[src/rtl/exp_sig_seq_if.sv]
// Bundle of the table-write, command and generator-drive signals for exp_sig_seq.
// Suffixes are relative to the sequencer: _i flows into it, _o flows out of it.
interface exp_sig_seq_if #(
    parameter int SIZE_DELAY  = 10,
    parameter int TABLE_DEPTH = 8,
    parameter int SIZE_REPEAT = 8
);
    localparam int AW = $clog2(TABLE_DEPTH);

    logic                   cfg_we_i;
    logic [AW-1:0]          cfg_addr_i;
    logic [SIZE_DELAY-1:0]  cfg_delay_i;
    logic                   cfg_overlay_i;
    logic                   cfg_rate_i;
    logic [SIZE_REPEAT-1:0] cfg_repeat_i;
    logic [AW:0]            num_entries_i;
    logic                   start_i;
    logic                   stop_i;
    logic                   busy_o;
    logic                   done_o;
    logic [AW-1:0]          cur_entry_o;
    logic                   frame_strobe_o;
    logic                   gen_reset_o;
    logic                   overlay_o;
    logic                   rate_o;
    logic [SIZE_DELAY-1:0]  delay_o;
    logic [2:0]             dbg_state_o;

    modport master (
        output cfg_we_i, cfg_addr_i, cfg_delay_i, cfg_overlay_i, cfg_rate_i, cfg_repeat_i,
        output num_entries_i, start_i, stop_i,
        input  busy_o, done_o, cur_entry_o, frame_strobe_o, gen_reset_o,
        input  overlay_o, rate_o, delay_o, dbg_state_o
    );

    modport slave (
        input  cfg_we_i, cfg_addr_i, cfg_delay_i, cfg_overlay_i, cfg_rate_i, cfg_repeat_i,
        input  num_entries_i, start_i, stop_i,
        output busy_o, done_o, cur_entry_o, frame_strobe_o, gen_reset_o,
        output overlay_o, rate_o, delay_o, dbg_state_o
    );
endinterface

[src/rtl/exp_sig_seq.sv]
// Test-pattern sequencer for exp_sig_gen: plays a table of generator set-ups in order.
// Optional EXP_SEQ_LOOP_EN: wrap from the last entry back to entry 0 until stop/reset.
module exp_sig_seq #(
    parameter int SIZE_DELAY  = 10,
    parameter int TABLE_DEPTH = 8,
    parameter int SIZE_REPEAT = 8,
    parameter int FRAME_LEN   = 2048,
    parameter int SETTLE_CYC  = 4
) (
    input logic          clk,
    input logic          reset,
    exp_sig_seq_if.slave bus
);
    localparam int AW = $clog2(TABLE_DEPTH);
    localparam int NW = AW + 1;
    localparam int FW = (FRAME_LEN > 1) ? $clog2(FRAME_LEN) : 1;
    localparam int HW = $clog2(SETTLE_CYC + 1);

    typedef enum logic [2:0] {
        S_IDLE = 3'd0,
        S_LOAD = 3'd1,
        S_HOLD = 3'd2,
        S_RUN  = 3'd3,
        S_NEXT = 3'd4,
        S_DONE = 3'd5
    } state_t;

    // Command semantics: start_i and stop_i are levels sampled on every clk edge, no
    // handshake. start_i is acted on only in IDLE; stop_i aborts any non-IDLE state and
    // beats a simultaneous start_i. cfg_we_i writes the table only while IDLE.

    state_t                 state_q, state_d;
    logic [AW-1:0]          cur_q, cur_d;
    logic [NW-1:0]          num_q, num_d;
    logic [HW-1:0]          hold_q, hold_d;
    logic [FW-1:0]          frame_q, frame_d;
    logic [SIZE_REPEAT-1:0] rep_cnt_q, rep_cnt_d;
    logic [SIZE_REPEAT-1:0] rep_tgt_q, rep_tgt_d;
    logic                   overlay_q, overlay_d;
    logic                   rate_q, rate_d;
    logic [SIZE_DELAY-1:0]  delay_q, delay_d;

    logic [SIZE_DELAY-1:0]  tbl_delay_q   [TABLE_DEPTH];
    logic                   tbl_overlay_q [TABLE_DEPTH];
    logic                   tbl_rate_q    [TABLE_DEPTH];
    logic [SIZE_REPEAT-1:0] tbl_repeat_q  [TABLE_DEPTH];

    logic                   load_cfg;
    logic [AW-1:0]          load_idx;
    logic                   last_entry;
    logic [NW-1:0]          num_clamped;

    assign num_clamped = (bus.num_entries_i > NW'(TABLE_DEPTH)) ? NW'(TABLE_DEPTH)
                                                                 : bus.num_entries_i;
    assign last_entry  = (({1'b0, cur_q} + NW'(1)) == num_q);

    always_ff @(posedge clk or posedge reset) begin
        if (reset) begin
            for (int i = 0; i < TABLE_DEPTH; i++) begin
                tbl_delay_q[i]   <= '0;
                tbl_overlay_q[i] <= 1'b0;
                tbl_rate_q[i]    <= 1'b0;
                tbl_repeat_q[i]  <= '0;
            end
        end else if (bus.cfg_we_i && (state_q == S_IDLE)) begin
            tbl_delay_q[bus.cfg_addr_i]   <= bus.cfg_delay_i;
            tbl_overlay_q[bus.cfg_addr_i] <= bus.cfg_overlay_i;
            tbl_rate_q[bus.cfg_addr_i]    <= bus.cfg_rate_i;
            tbl_repeat_q[bus.cfg_addr_i]  <= bus.cfg_repeat_i;
        end
    end

    always_ff @(posedge clk or posedge reset) begin
        if (reset) begin
            state_q   <= S_IDLE;
            cur_q     <= '0;
            num_q     <= '0;
            hold_q    <= '0;
            frame_q   <= '0;
            rep_cnt_q <= '0;
            rep_tgt_q <= '0;
            overlay_q <= 1'b0;
            rate_q    <= 1'b0;
            delay_q   <= '0;
        end else begin
            state_q   <= state_d;
            cur_q     <= cur_d;
            num_q     <= num_d;
            hold_q    <= hold_d;
            frame_q   <= frame_d;
            rep_cnt_q <= rep_cnt_d;
            rep_tgt_q <= rep_tgt_d;
            overlay_q <= overlay_d;
            rate_q    <= rate_d;
            delay_q   <= delay_d;
        end
    end

    always_comb begin
        state_d   = state_q;
        cur_d     = cur_q;
        num_d     = num_q;
        hold_d    = hold_q;
        frame_d   = frame_q;
        rep_cnt_d = rep_cnt_q;
        rep_tgt_d = rep_tgt_q;
        overlay_d = overlay_q;
        rate_d    = rate_q;
        delay_d   = delay_q;
        load_cfg  = 1'b0;
        load_idx  = cur_q;

        case (state_q)
            S_IDLE: begin
                if (!bus.stop_i && bus.start_i) begin
                    num_d = num_clamped;
                    if (bus.num_entries_i == '0) begin
                        state_d = S_DONE;
                    end else begin
                        state_d  = S_LOAD;
                        cur_d    = '0;
                        load_cfg = 1'b1;
                        load_idx = '0;
                    end
                end
            end
            S_LOAD: begin
                state_d = S_HOLD;
                hold_d  = '0;
            end
            S_HOLD: begin
                if (hold_q == HW'(SETTLE_CYC - 1)) begin
                    state_d   = S_RUN;
                    frame_d   = '0;
                    rep_cnt_d = '0;
                end else begin
                    hold_d = hold_q + HW'(1);
                end
            end
            S_RUN: begin
                if (frame_q == FW'(FRAME_LEN - 1)) begin
                    frame_d = '0;
                    if (rep_cnt_q == rep_tgt_q - SIZE_REPEAT'(1)) state_d = S_NEXT;
                    else rep_cnt_d = rep_cnt_q + SIZE_REPEAT'(1);
                end else begin
                    frame_d = frame_q + FW'(1);
                end
            end
            S_NEXT: begin
                if (last_entry) begin
`ifdef EXP_SEQ_LOOP_EN
                    state_d  = S_LOAD;
                    cur_d    = '0;
                    load_cfg = 1'b1;
                    load_idx = '0;
`else
                    state_d  = S_DONE;
`endif
                end else begin
                    state_d  = S_LOAD;
                    cur_d    = cur_q + AW'(1);
                    load_cfg = 1'b1;
                    load_idx = cur_q + AW'(1);
                end
            end
            S_DONE:  state_d = S_IDLE;
            default: state_d = S_IDLE;
        endcase

        if (bus.stop_i && (state_q != S_IDLE)) begin
            state_d  = S_IDLE;
            load_cfg = 1'b0;
        end

        // A zero repeat count plays one frame, so the target is never 0.
        if (load_cfg) begin
            overlay_d = tbl_overlay_q[load_idx];
            rate_d    = tbl_rate_q[load_idx];
            delay_d   = tbl_delay_q[load_idx];
            rep_tgt_d = (tbl_repeat_q[load_idx] == '0) ? SIZE_REPEAT'(1)
                                                       : tbl_repeat_q[load_idx];
        end
    end

    assign bus.busy_o         = (state_q != S_IDLE);
    assign bus.done_o         = (state_q == S_DONE);
    assign bus.gen_reset_o    = (state_q == S_RUN);
    assign bus.frame_strobe_o = (state_q == S_RUN) && (frame_q == '0);
    assign bus.cur_entry_o    = cur_q;
    assign bus.overlay_o      = overlay_q;
    assign bus.rate_o         = rate_q;
    assign bus.delay_o        = delay_q;
    assign bus.dbg_state_o    = state_q;
endmodule
[src/flat_wrapper.sv]
// flat-port wrapper written by rule: the top's interface ports become plain ports
module exp_sig_seq_flat 
#(
    parameter int SIZE_DELAY  = 10,
    parameter int TABLE_DEPTH = 8,
    parameter int SIZE_REPEAT = 8,
    parameter int FRAME_LEN   = 2048,
    parameter int SETTLE_CYC  = 4
)
  (clk, reset, bus_cfg_we_i, bus_cfg_addr_i, bus_cfg_delay_i, bus_cfg_overlay_i, bus_cfg_rate_i, bus_cfg_repeat_i, bus_num_entries_i, bus_start_i, bus_stop_i, bus_busy_o, bus_done_o, bus_cur_entry_o, bus_frame_strobe_o, bus_gen_reset_o, bus_overlay_o, bus_rate_o, bus_delay_o, bus_dbg_state_o);
  exp_sig_seq_if #(.SIZE_DELAY(SIZE_DELAY), .TABLE_DEPTH(TABLE_DEPTH), .SIZE_REPEAT(SIZE_REPEAT)) bus_i ();
  input logic clk;
  input logic reset;
  input wire logic [$bits(bus_i.cfg_we_i)-1:0] bus_cfg_we_i;
  input wire logic [$bits(bus_i.cfg_addr_i)-1:0] bus_cfg_addr_i;
  input wire logic [$bits(bus_i.cfg_delay_i)-1:0] bus_cfg_delay_i;
  input wire logic [$bits(bus_i.cfg_overlay_i)-1:0] bus_cfg_overlay_i;
  input wire logic [$bits(bus_i.cfg_rate_i)-1:0] bus_cfg_rate_i;
  input wire logic [$bits(bus_i.cfg_repeat_i)-1:0] bus_cfg_repeat_i;
  input wire logic [$bits(bus_i.num_entries_i)-1:0] bus_num_entries_i;
  input wire logic [$bits(bus_i.start_i)-1:0] bus_start_i;
  input wire logic [$bits(bus_i.stop_i)-1:0] bus_stop_i;
  output wire logic [$bits(bus_i.busy_o)-1:0] bus_busy_o;
  output wire logic [$bits(bus_i.done_o)-1:0] bus_done_o;
  output wire logic [$bits(bus_i.cur_entry_o)-1:0] bus_cur_entry_o;
  output wire logic [$bits(bus_i.frame_strobe_o)-1:0] bus_frame_strobe_o;
  output wire logic [$bits(bus_i.gen_reset_o)-1:0] bus_gen_reset_o;
  output wire logic [$bits(bus_i.overlay_o)-1:0] bus_overlay_o;
  output wire logic [$bits(bus_i.rate_o)-1:0] bus_rate_o;
  output wire logic [$bits(bus_i.delay_o)-1:0] bus_delay_o;
  output wire logic [$bits(bus_i.dbg_state_o)-1:0] bus_dbg_state_o;
  assign bus_i.cfg_we_i = bus_cfg_we_i;
  assign bus_i.cfg_addr_i = bus_cfg_addr_i;
  assign bus_i.cfg_delay_i = bus_cfg_delay_i;
  assign bus_i.cfg_overlay_i = bus_cfg_overlay_i;
  assign bus_i.cfg_rate_i = bus_cfg_rate_i;
  assign bus_i.cfg_repeat_i = bus_cfg_repeat_i;
  assign bus_i.num_entries_i = bus_num_entries_i;
  assign bus_i.start_i = bus_start_i;
  assign bus_i.stop_i = bus_stop_i;
  assign bus_busy_o = bus_i.busy_o;
  assign bus_done_o = bus_i.done_o;
  assign bus_cur_entry_o = bus_i.cur_entry_o;
  assign bus_frame_strobe_o = bus_i.frame_strobe_o;
  assign bus_gen_reset_o = bus_i.gen_reset_o;
  assign bus_overlay_o = bus_i.overlay_o;
  assign bus_rate_o = bus_i.rate_o;
  assign bus_delay_o = bus_i.delay_o;
  assign bus_dbg_state_o = bus_i.dbg_state_o;
  exp_sig_seq #(.SIZE_DELAY(SIZE_DELAY), .TABLE_DEPTH(TABLE_DEPTH), .SIZE_REPEAT(SIZE_REPEAT), .FRAME_LEN(FRAME_LEN), .SETTLE_CYC(SETTLE_CYC)) u_core (.clk(clk), .reset(reset), .bus(bus_i));
endmodule
[config.mk]
export PLATFORM = sky130hd
export DESIGN_NAME = exp_sig_seq_flat
export DESIGN_NICKNAME = d
export VERILOG_FILES = /design/src/rtl/exp_sig_seq_if.sv /design/src/rtl/exp_sig_seq.sv /design/src/flat_wrapper.sv
export SDC_FILE = /design/constraint.sdc
export NUM_CORES = 1
export LEC_CHECK = 0
export CORE_UTILIZATION = 60
export DETAILED_ROUTE_END_ITERATION = 7
export PLACE_DENSITY = 0.86
export SLEW_MARGIN = 20
export SYNTH_ARGS = -nofsm -noshare
export SYNTH_HDL_FRONTEND = slang
export SYNTH_SLANG_ARGS = --single-unit
[constraint.sdc]
create_clock -name clk -period 8.6 [get_ports clk]
set_input_delay 0.86 -clock clk [delete_from_list [all_inputs] [get_ports clk]]
set_output_delay 0.86 -clock clk [all_outputs]
set_load 0.05 [all_outputs]
==> metrics, run 1 <==
signed area change from the synthesized netlist to the final layout=14.0%; final worst path period need=4.32 ns; Ports=54; drt first pass iters=5; net count reported at finish=1,012; RSZ-0062 raised after global routing=no; die height=133 um; Worst VDD drop=0.000277 V; post-synthesis cell type count=59; worst hold path class=flip-flop to flip-flop; post-detailed-route via-to-cell ratio=6.35; antenna-violating nets left=0; yosys warns=0; RR Startpoint=u_core.bus.cur_entry_o[0]; max-slew violation total from the final report=0; row count=47; via count of the first global-routing pass=7,568; beginning of the critical path=u_core.bus.cur_entry_o[0]; proportion of synthesized chip area in sequential cells=51.7%; Crit Reg-Reg Endpoint=u_core.rep_tgt_q[7]; critical path endpoint=u_core.rep_tgt_q[7]; count of final setup violators=0; number of instances in the placed design=1,169; leading post-synthesis cells by cell area=sky130_fd_sc_hd__dfrtp_1 52%, sky130_fd_sc_hd__mux2_2 18%, sky130_fd_sc_hd__nand2_1 4.8%, sky130_fd_sc_hd__nand3_1 2.2%, sky130_fd_sc_hd__nor2_1 1.9%; status=complete, no violations; start-to-end type of the worst setup path=flip-flop to flip-flop; pin slew with the least headroom to its limit=1.09 ns; MaxCap Viol Count=0; top cell types by occurrence after synthesis=212 x sky130_fd_sc_hd__dfrtp_1, 162 x sky130_fd_sc_hd__mux2_2, 131 x sky130_fd_sc_hd__nand2_1; wire length of the first global-routing pass=39,300 um; H-Tree Level Count=1; Worst-path clk slew=0.06 ns; normalized max-slew margin=27.0%; core utilization of the finished layout=70.3%; pre-CTS setup slack=4.05 ns; cell type contributing the most total cell area after synthesis=sky130_fd_sc_hd__dfrtp_1; min setup slack post-route=4.28 ns; TritonCTS clock tree=built; largest net degree at the start of global routing=105; setup slack, reg-to-reg=4.28 ns; wire per inst=19.7 um; arrival time of the worst setup path=4.71 ns; worst path required time=8.99 ns; asr flop ratio synth=100%; width of the chip=133 um; mapped cell area=10,300 um^2; Num CTS Buffers=22; register bit count reported by yosys=212; initial antenna violation count=1; Synth Instances=939; hold slack final=0.499 ns; Die Outline Area=17,600 um^2; kind of end point of the critical path=flip-flop; Final Power=4.24 mW; fraction of layout cells with a size suffix above 1=23.6%; area of the core region=16,600 um^2; last weighted congestion value of the routability-driven placer=0.824; number of resized instances in the post-cts repair step=0; DP HPWL=13,800 um; Initial Utilization=61.6%; detailed router's first-iteration violation count=712; logic depth of the worst register-to-register path=12; mean post-synth cell area=10.9 um^2; leading register cell type out of synthesis=sky130_fd_sc_hd__dfrtp_1; Yosys top cell area share=51.7%; count leader, synth=sky130_fd_sc_hd__dfrtp_1; Setup TNS Final=0 ns; leakage=5.07 nW; number of inserted diodes=0; Clock Sink Count=212; Post-CTS Hold Fix Bufs=0; clock tree skew after final layout=0.0212 ns; crit-path max FO=52; Root Driver=sky130_fd_sc_hd__clkbuf_16; post-route standard cell area excluding fillers=11,700 um^2; post-CTS setup buffer count=0; remaining global-route overflow=0; total detailed-routing wirelength=23,800 um; DRC violations left=0; post-detailed-placement cell area=11,000 um^2; syn_nets=978; number of flops mapped to enable cells by yosys=0; Power Dens Cells=362 nW/um^2; buffers from clock root to sink, at most=3; post-route insts no fill=1,206; CP startpoint kind=flip-flop; Worst-Skew Late Latency=0.52 ns; number of port buffers=53; total track usage=27.8%; total number of vias=7,655; fmax=0.231 GHz; period utilisation layout=50.2%; final hold violations=0
flip-flops by register name, indices dropped and copies added, names as in the netlist:
signal	flops
u_core.tbl_delay_q	80
u_core.tbl_repeat_q	64
u_core.frame_q	11
u_core.bus.delay_o	10
u_core.rep_cnt_q	8
u_core.rep_tgt_q	8
u_core.tbl_overlay_q	8
u_core.tbl_rate_q	8
u_core.num_q	4
u_core.bus.cur_entry_o	3
u_core.bus.dbg_state_o	3
u_core.hold_q	3
u_core.bus.overlay_o	1
u_core.bus.rate_o	1
how the worst min path moves through the flow:
stage	from	end	slack, ns	cells after the start
after global placement	u_core.tbl_rate_q[2]	u_core.tbl_rate_q[2]	0.48	1
after CTS	u_core.tbl_delay_q[23]	u_core.tbl_delay_q[23]	0.50	1
final	u_core.tbl_delay_q[25]	u_core.tbl_delay_q[25]	0.50	1
after floorplan	u_core.num_q[2]	u_core.num_q[2]	0.47	2
after detailed placement	u_core.tbl_delay_q[23]	u_core.tbl_delay_q[23]	0.49	1
after global routing	u_core.tbl_repeat_q[2]	u_core.tbl_repeat_q[2]	0.51	1
cell usage in the layout, fill, tap and decap left out, types with 22 or more instances in the layout:
master,instances
sky130_fd_sc_hd__o21ai_0,31
sky130_fd_sc_hd__clkbuf_16,22
sky130_fd_sc_hd__mux2_2,162
sky130_fd_sc_hd__a21oi_1,30
sky130_fd_sc_hd__clkdlybuf4s50_1,53
sky130_fd_sc_hd__and3_1,23
sky130_fd_sc_hd__nand3_1,45
sky130_fd_sc_hd__dfrtp_1,212
sky130_fd_sc_hd__nor2_1,51
sky130_fd_sc_hd__a31oi_1,26
sky130_fd_sc_hd__nand2_1,131
per-layer routing:
| layer | track usage [%] | wire, um | share of wire, % |
|---|---|---|---|
| met5 | 0 | 13 | 0.055 |
| met1 | 38.5 | 10400 | 44 |
| met3 | 4.25 | 1430 | 6.0 |
| met4 | 8.81 | 633 | 2.7 |
| met2 | 45.4 | 11300 | 48 |
cells by family (layout without fill, tap and decap cells):
logic type               count (synthesis)  count (layout)  synth area share (%)
AO/OA/AOI/OAI                          157             157                  10.3
XOR/XNOR                                19              19                  1.62
adder cells (fa/ha/maj)                  7               7                 0.854
buffers and inverters                   70             117                  2.93
flip-flops                             212             212                  51.7
multiplexers                           167             167                  18.5
AND/OR/NAND/NOR                        307             307                  14.1
area by class of cell:
| type | count | area (um^2) |
|---|---|---|
| inverter | 14 | 60.1 |
| tap | 220 | 275 |
| sequential | 212 | 5310 |
| clock inverter | 5 | 61.3 |
| timing repair buffer | 66 | 628 |
| fill | 1190 | 4950 |
| clock buffer | 32 | 658 |
| multi-input combinational | 657 | 4700 |
critical path, cell delays in order (launching register included):
cell and delay, ns:
sky130_fd_sc_hd__dfrtp_1 0.46, sky130_fd_sc_hd__ha_1 0.26, sky130_fd_sc_hd__xor2_1 0.17, sky130_fd_sc_hd__or3_4 0.34, sky130_fd_sc_hd__a21o_1 0.25, sky130_fd_sc_hd__and3_1 0.33, sky130_fd_sc_hd__nor2_8 0.67, sky130_fd_sc_hd__inv_2 0.47
sky130_fd_sc_hd__buf_4 0.41, sky130_fd_sc_hd__nor3_2 0.20, sky130_fd_sc_hd__a21oi_1 0.06, sky130_fd_sc_hd__o22a_1 0.23, sky130_fd_sc_hd__mux2_2 0.27
power by group:
part | total [mW] | switching, mW | internal [mW] | leakage (nW)
registers | 1.77 | 0.316 | 1.46 | 2.62
clock network | 0.943 | 0.384 | 0.558 | 0.358
logic | 1.52 | 0.812 | 0.707 | 2.09
(Power assumes the default switching activity.)
==> run 2: changes to the inputs <==
- clock period: 8.6 -> 4.3 ns (I/O delays scaled with it)
==> metrics, run 2 (same netlist as run 1, synthesis figures left out) <==
H-Tree Level Count=1; worst hold path class=input port to asynchronous set/reset pin; total number of vias=7,685; kind of end point of the critical path=flip-flop; register with the highest flop count=u_core.tbl_delay_q; Setup TNS Final=0 ns; leakage=5.15 nW; count of final setup violators=0; total detailed-routing wirelength=24,200 um; via count of the first global-routing pass=7,940; DRC violations left=0; initial antenna violation count=0; Num CTS Buffers=23; Root Driver=sky130_fd_sc_hd__clkbuf_16; antenna-violating nets left=0; period utilisation layout=83.4%; area of the core region=16,600 um^2; status=complete, no violations; die height=133 um; largest net degree at the start of global routing=83; switching share of power=35.3%; power share of the combinational group=35.7%; beginning of the critical path=u_core.bus.cur_entry_o[0]; net count reported at finish=1,023; worst path required time=4.68 ns; Post-CTS Hold Fix Bufs=0; commonest non-fill, non-tap cell in the layout=sky130_fd_sc_hd__dfrtp_1; signed area change from the synthesized netlist to the final layout=15.6%; commonest cells after routing, fill and taps aside=212 x sky130_fd_sc_hd__dfrtp_1, 162 x sky130_fd_sc_hd__mux2_2, 130 x sky130_fd_sc_hd__nand2_1, 53 x sky130_fd_sc_hd__clkdlybuf4s50_1, 51 x sky130_fd_sc_hd__nor2_1; Power Dens Cells=731 nW/um^2; fraction of layout cells with a size suffix above 1=24.4%; width of the chip=133 um; normalized max-slew margin=37.5%; CP cell instances=ha_1 -> xor2_1 -> or3_4 -> a21o_1 -> and3_1 -> nor2_8 -> buf_4 -> mux4_2 -> mux2i_1 -> nand3b_1 -> o31ai_1; Clock Sink Count=212; total track usage=28.1%; RSZ-0062 raised after global routing=no; number of resized instances in the post-cts repair step=0; clock tree skew after final layout=0.0169 ns; Die Outline Area=17,600 um^2; highest-delay cell along the critical path=sky130_fd_sc_hd__mux4_2; post-detailed-route via-to-cell ratio=6.30; pin slew with the least headroom to its limit=0.937 ns; TritonCTS clock tree=built; buffers from clock root to sink, at most=3; number of port buffers=53; pre-CTS setup slack=0.767 ns; CP peak stage delay=0.57 ns; Worst-Skew Late Latency=0.51 ns; MaxCap Viol Count=0; number of inserted diodes=0; hold slack final=0.268 ns; arrival time of the worst setup path=3.96 ns; Final Power=8.67 mW; wire length of the first global-routing pass=39,600 um; last weighted congestion value of the routability-driven placer=0.831; detailed router's first-iteration violation count=639; final hold violations=0; leading registers by flop count=u_core.tbl_delay_q x80, u_core.tbl_repeat_q x64, u_core.frame_q x11; crit-path max FO=50; Internal Pwr Total=5.61 mW; switching pwr=3.06 mW; max-slew violation total from the final report=0; remaining global-route overflow=0; wire per inst=19.8 um; DP HPWL=14,700 um; post-detailed-placement cell area=11,100 um^2; drt first pass iters=5; part of the power in registers=40.9%; Worst-path clk slew=0.06 ns; fraction of power consumed by the clock network=23.4%; post-route standard cell area excluding fillers=11,900 um^2; CP startpoint kind=flip-flop; RR Startpoint=u_core.bus.cur_entry_o[0]; row count=47; Initial Utilization=61.6%; final worst path period need=3.58 ns; max reg flops=80; Worst VDD drop=0.000546 V; start-to-end type of the worst setup path=flip-flop to flip-flop; min setup slack post-route=0.716 ns; fmax=0.279 GHz; Ports=54; post-CTS setup buffer count=0
==> run 2: path summary, 6_finish.rpt <==
check                                     endpoint  slack (ns)  cells past startpoint
setup / recovery               u_core.rep_tgt_q[0]        0.72                     11
hold / removal                     u_core.num_q[1]        0.27                      2
setup reg to reg               u_core.rep_tgt_q[0]        0.72                     11
hold reg to reg             u_core.tbl_delay_q[20]        0.50                      1
max in group asynchronous  u_core.tbl_repeat_q[34]        3.05                      4
min in group clk            u_core.tbl_delay_q[20]        0.50                      1
==> run 2: power groups by stage <==
stage               Combinational [mW]  Clock, mW  Sequential [mW]
finish                            3.09       2.03             3.54
global route                      3.36       2.13             3.65
CTS                               3.09       2.05             3.52
detailed placement                3.06          0             3.53
global placement                  2.93          0             3.49
floorplan                         2.12          0             3.60
==> run 2: final cells by class <==
| cell class | instances | area, um^2 |
|---|---|---|
| clock inverters | 7 | 116 |
| inverters | 14 | 56.3 |
| multi-input cells | 657 | 4700 |
| repair buffers | 76 | 741 |
| clock buffers | 34 | 667 |
| fillers | 1150 | 4780 |
| well taps | 220 | 275 |
| flip-flops and latches | 212 | 5310 |
==> run 2: worst max-delay path, delay by kind of cell (launching register included) <==
kind | cells | cell delay, ns
DFF | 1 | 0.46
muxes | 2 | 0.76
AOI/OAI and AO/OA | 2 | 0.32
xor gates and xnor gates | 1 | 0.18
buffers and inverters | 1 | 0.50
and+or+nand+nor | 4 | 0.98
adders and majority gates | 1 | 0.26
==> run 2: metal layers <==
layer / up-vias / share of wire, % / track usage, %
met5: - / 0 / 0
met4: 0 / 3.1 / 11.0
met3: 68 / 6.6 / 4.14
met2: 314 / 48 / 47.4
met1: 3838 / 42 / 36.9
li1: 3465 / - / -
==> run 2: per-stage QoR <==
| stage | cells | utilization, % |
|---|---|---|
| after floorplan | 939 | - |
| after global placement | 1178 | 66.4 |
| after detailed placement | 1178 | 66.4 |
| after CTS | 1219 | 71.1 |
| after global routing | 1220 | 71.3 |
| final | 1220 | 71.3 |
==> run 3: changes to the inputs <==
- clock period: 4.3 -> 3.5 ns (I/O delays scaled with it)
==> metrics, run 3 (same netlist as run 1, synthesis figures left out) <==
status=complete, no violations; Internal Pwr Total=7.04 mW; Post-CTS Hold Fix Bufs=0; Clock Sink Count=212; commonest non-fill, non-tap cell in the layout=sky130_fd_sc_hd__dfrtp_1; TritonCTS clock tree=built; pin slew with the least headroom to its limit=0.824 ns; width of the chip=133 um; row count=47; post-route insts no fill=1,226; count of final setup violators=0; kind of end point of the critical path=flip-flop; leakage=5.20 nW; detailed router's first-iteration violation count=518; fmax=0.304 GHz; switching pwr=3.77 mW; final hold violations=0; start-to-end type of the worst setup path=flip-flop to flip-flop; multi-input logic area=4700 um^2; Worst VDD drop=0.000609 V; signed area change from the synthesized netlist to the final layout=16.4%; MaxCap Viol Count=0; register with the highest flop count=u_core.tbl_delay_q; final worst path period need=3.29 ns; max reg flops=80; number of port buffers=53; remaining global-route overflow=0; fraction of power consumed by the clock network=24.4%; die height=133 um; period utilisation layout=93.9%; fill cell count=1,133; RSZ-0062 raised after global routing=no; Worst-path clk slew=0.06 ns; total track usage=28.2%; max-slew violation total from the final report=0; net count reported at finish=1,029; fraction of layout cells with a size suffix above 1=25.1%; Root Driver=sky130_fd_sc_hd__clkbuf_16; crit-path max FO=50; H-Tree Level Count=1; commonest cells after routing, fill and taps aside=212 x sky130_fd_sc_hd__dfrtp_1, 162 x sky130_fd_sc_hd__mux2_2, 131 x sky130_fd_sc_hd__nand2_1, 53 x sky130_fd_sc_hd__clkdlybuf4s50_1, 51 x sky130_fd_sc_hd__nor2_1; drt first pass iters=5; Die Outline Area=17,600 um^2; wire length of the first global-routing pass=39,800 um; last weighted congestion value of the routability-driven placer=0.803; leading registers by flop count=u_core.tbl_delay_q x80, u_core.tbl_repeat_q x64, u_core.frame_q x11; number of inserted diodes=0; arrival time of the worst setup path=3.69 ns; Worst-Skew Late Latency=0.52 ns; DRC violations left=0; antenna-violating nets left=0; initial antenna violation count=0; Ports=54; CP startpoint kind=flip-flop; buffers from clock root to sink, at most=3; post-detailed-route via-to-cell ratio=6.31; normalized max-slew margin=45.1%; part of the power in registers=40.1%; pre-CTS setup slack=0.0691 ns; wire per inst=19.6 um; total number of vias=7,741; Num CTS Buffers=22; FF+latch area=5310 um^2; largest net degree at the start of global routing=130; Setup TNS Final=0 ns; number of instances in the placed design=1,186; clock tree skew after final layout=0.0215 ns; worst path required time=3.90 ns; DP HPWL=14,700 um; min setup slack post-route=0.213 ns; switching share of power=34.9%; area of the core region=16,600 um^2; Initial Utilization=61.6%; power share of the combinational group=35.5%; Power Dens Cells=905 nW/um^2; worst hold path class=input port to asynchronous set/reset pin; total detailed-routing wirelength=24,100 um; via count of the first global-routing pass=7,933
-- run 3: worst paths after layout --
| path | endpoint | from | cells past startpoint | slack [ns] |
|---|---|---|---|---|
| worst max-delay path | u_core.rep_tgt_q[0] | u_core.bus.cur_entry_o[0] | 12 | 0.21 |
| worst min-delay path | u_core.tbl_repeat_q[50] | reset | 2 | 0.12 |
| worst max register to register | u_core.rep_tgt_q[0] | u_core.bus.cur_entry_o[0] | 12 | 0.21 |
| worst min register to register | u_core.tbl_delay_q[29] | u_core.tbl_delay_q[29] | 1 | 0.50 |
| max in group asynchronous | u_core.tbl_overlay_q[6] | reset | 3 | 2.47 |
| min in group clk | u_core.num_q[2] | bus_num_entries_i[2] | 3 | 0.46 |
-- run 3: cell type report --
cell class	count	share of cell area, %
inverter	14	0.471
clock inverter	8	1.51
multi-input combinational	657	39.3
clock buffer	32	5.43
timing repair buffer	83	6.54
sequential	212	44.4
tap	220	2.30
-- run 3: per-layer routing --
layer | wire, um | up-vias | track usage (%)
met1 | 10100 | 3906 | 36.5
met3 | 1490 | 59 | 4.71
met2 | 11800 | 301 | 47.2
met4 | 666 | 0 | 12.0
met5 | 0 | - | 0
li1 | - | 3475 | -
-- run 3: critical path: stages, from the launching register on --
cell and delay, ns:
sky130_fd_sc_hd__dfrtp_1 0.46, sky130_fd_sc_hd__ha_1 0.26, sky130_fd_sc_hd__xor2_1 0.17, sky130_fd_sc_hd__or3_4 0.34, sky130_fd_sc_hd__a21o_1 0.24, sky130_fd_sc_hd__and3_2 0.31, sky130_fd_sc_hd__nor2_8 0.24, sky130_fd_sc_hd__inv_2 0.09
sky130_fd_sc_hd__buf_12 0.19, sky130_fd_sc_hd__a211oi_2 0.29, sky130_fd_sc_hd__a311o_1 0.19, sky130_fd_sc_hd__nand4_1 0.10, sky130_fd_sc_hd__o31ai_1 0.28
-- run 3: metrics by stage --
step	hold WS, ns	instance area [um^2]	util (%)	power, mW
2_1_floorplan	0.423	10300	-	7.02
6_report	0.119	11900	71.8	10.8
3_5_place_dp	0.485	11100	66.8	8.13
5_1_grt	0.144	11900	71.8	11.4
4_1_cts	0.123	11900	71.7	10.8
3_3_place_gp	0.480	11100	66.8	7.90
-- run 3: repair_timing --
item | 4_1_cts | 5_1_grt
resized for setup | 0 | 2
endpoints found under the hold margin | 0 | 0
buffers inserted | 0 | 0
endpoints found under the setup margin | 0 | 1
-- run 3: power groups by stage --
| stage | Sequential (mW) | Combinational [mW] | Clock, mW |
|---|---|---|---|
| floorplan | 4.42 | 2.60 | 0 |
| global placement | 4.25 | 3.65 | 0 |
| detailed placement | 4.33 | 3.80 | 0 |
| CTS | 4.31 | 3.84 | 2.67 |
| global route | 4.45 | 4.20 | 2.75 |
| finish | 4.34 | 3.84 | 2.63 |
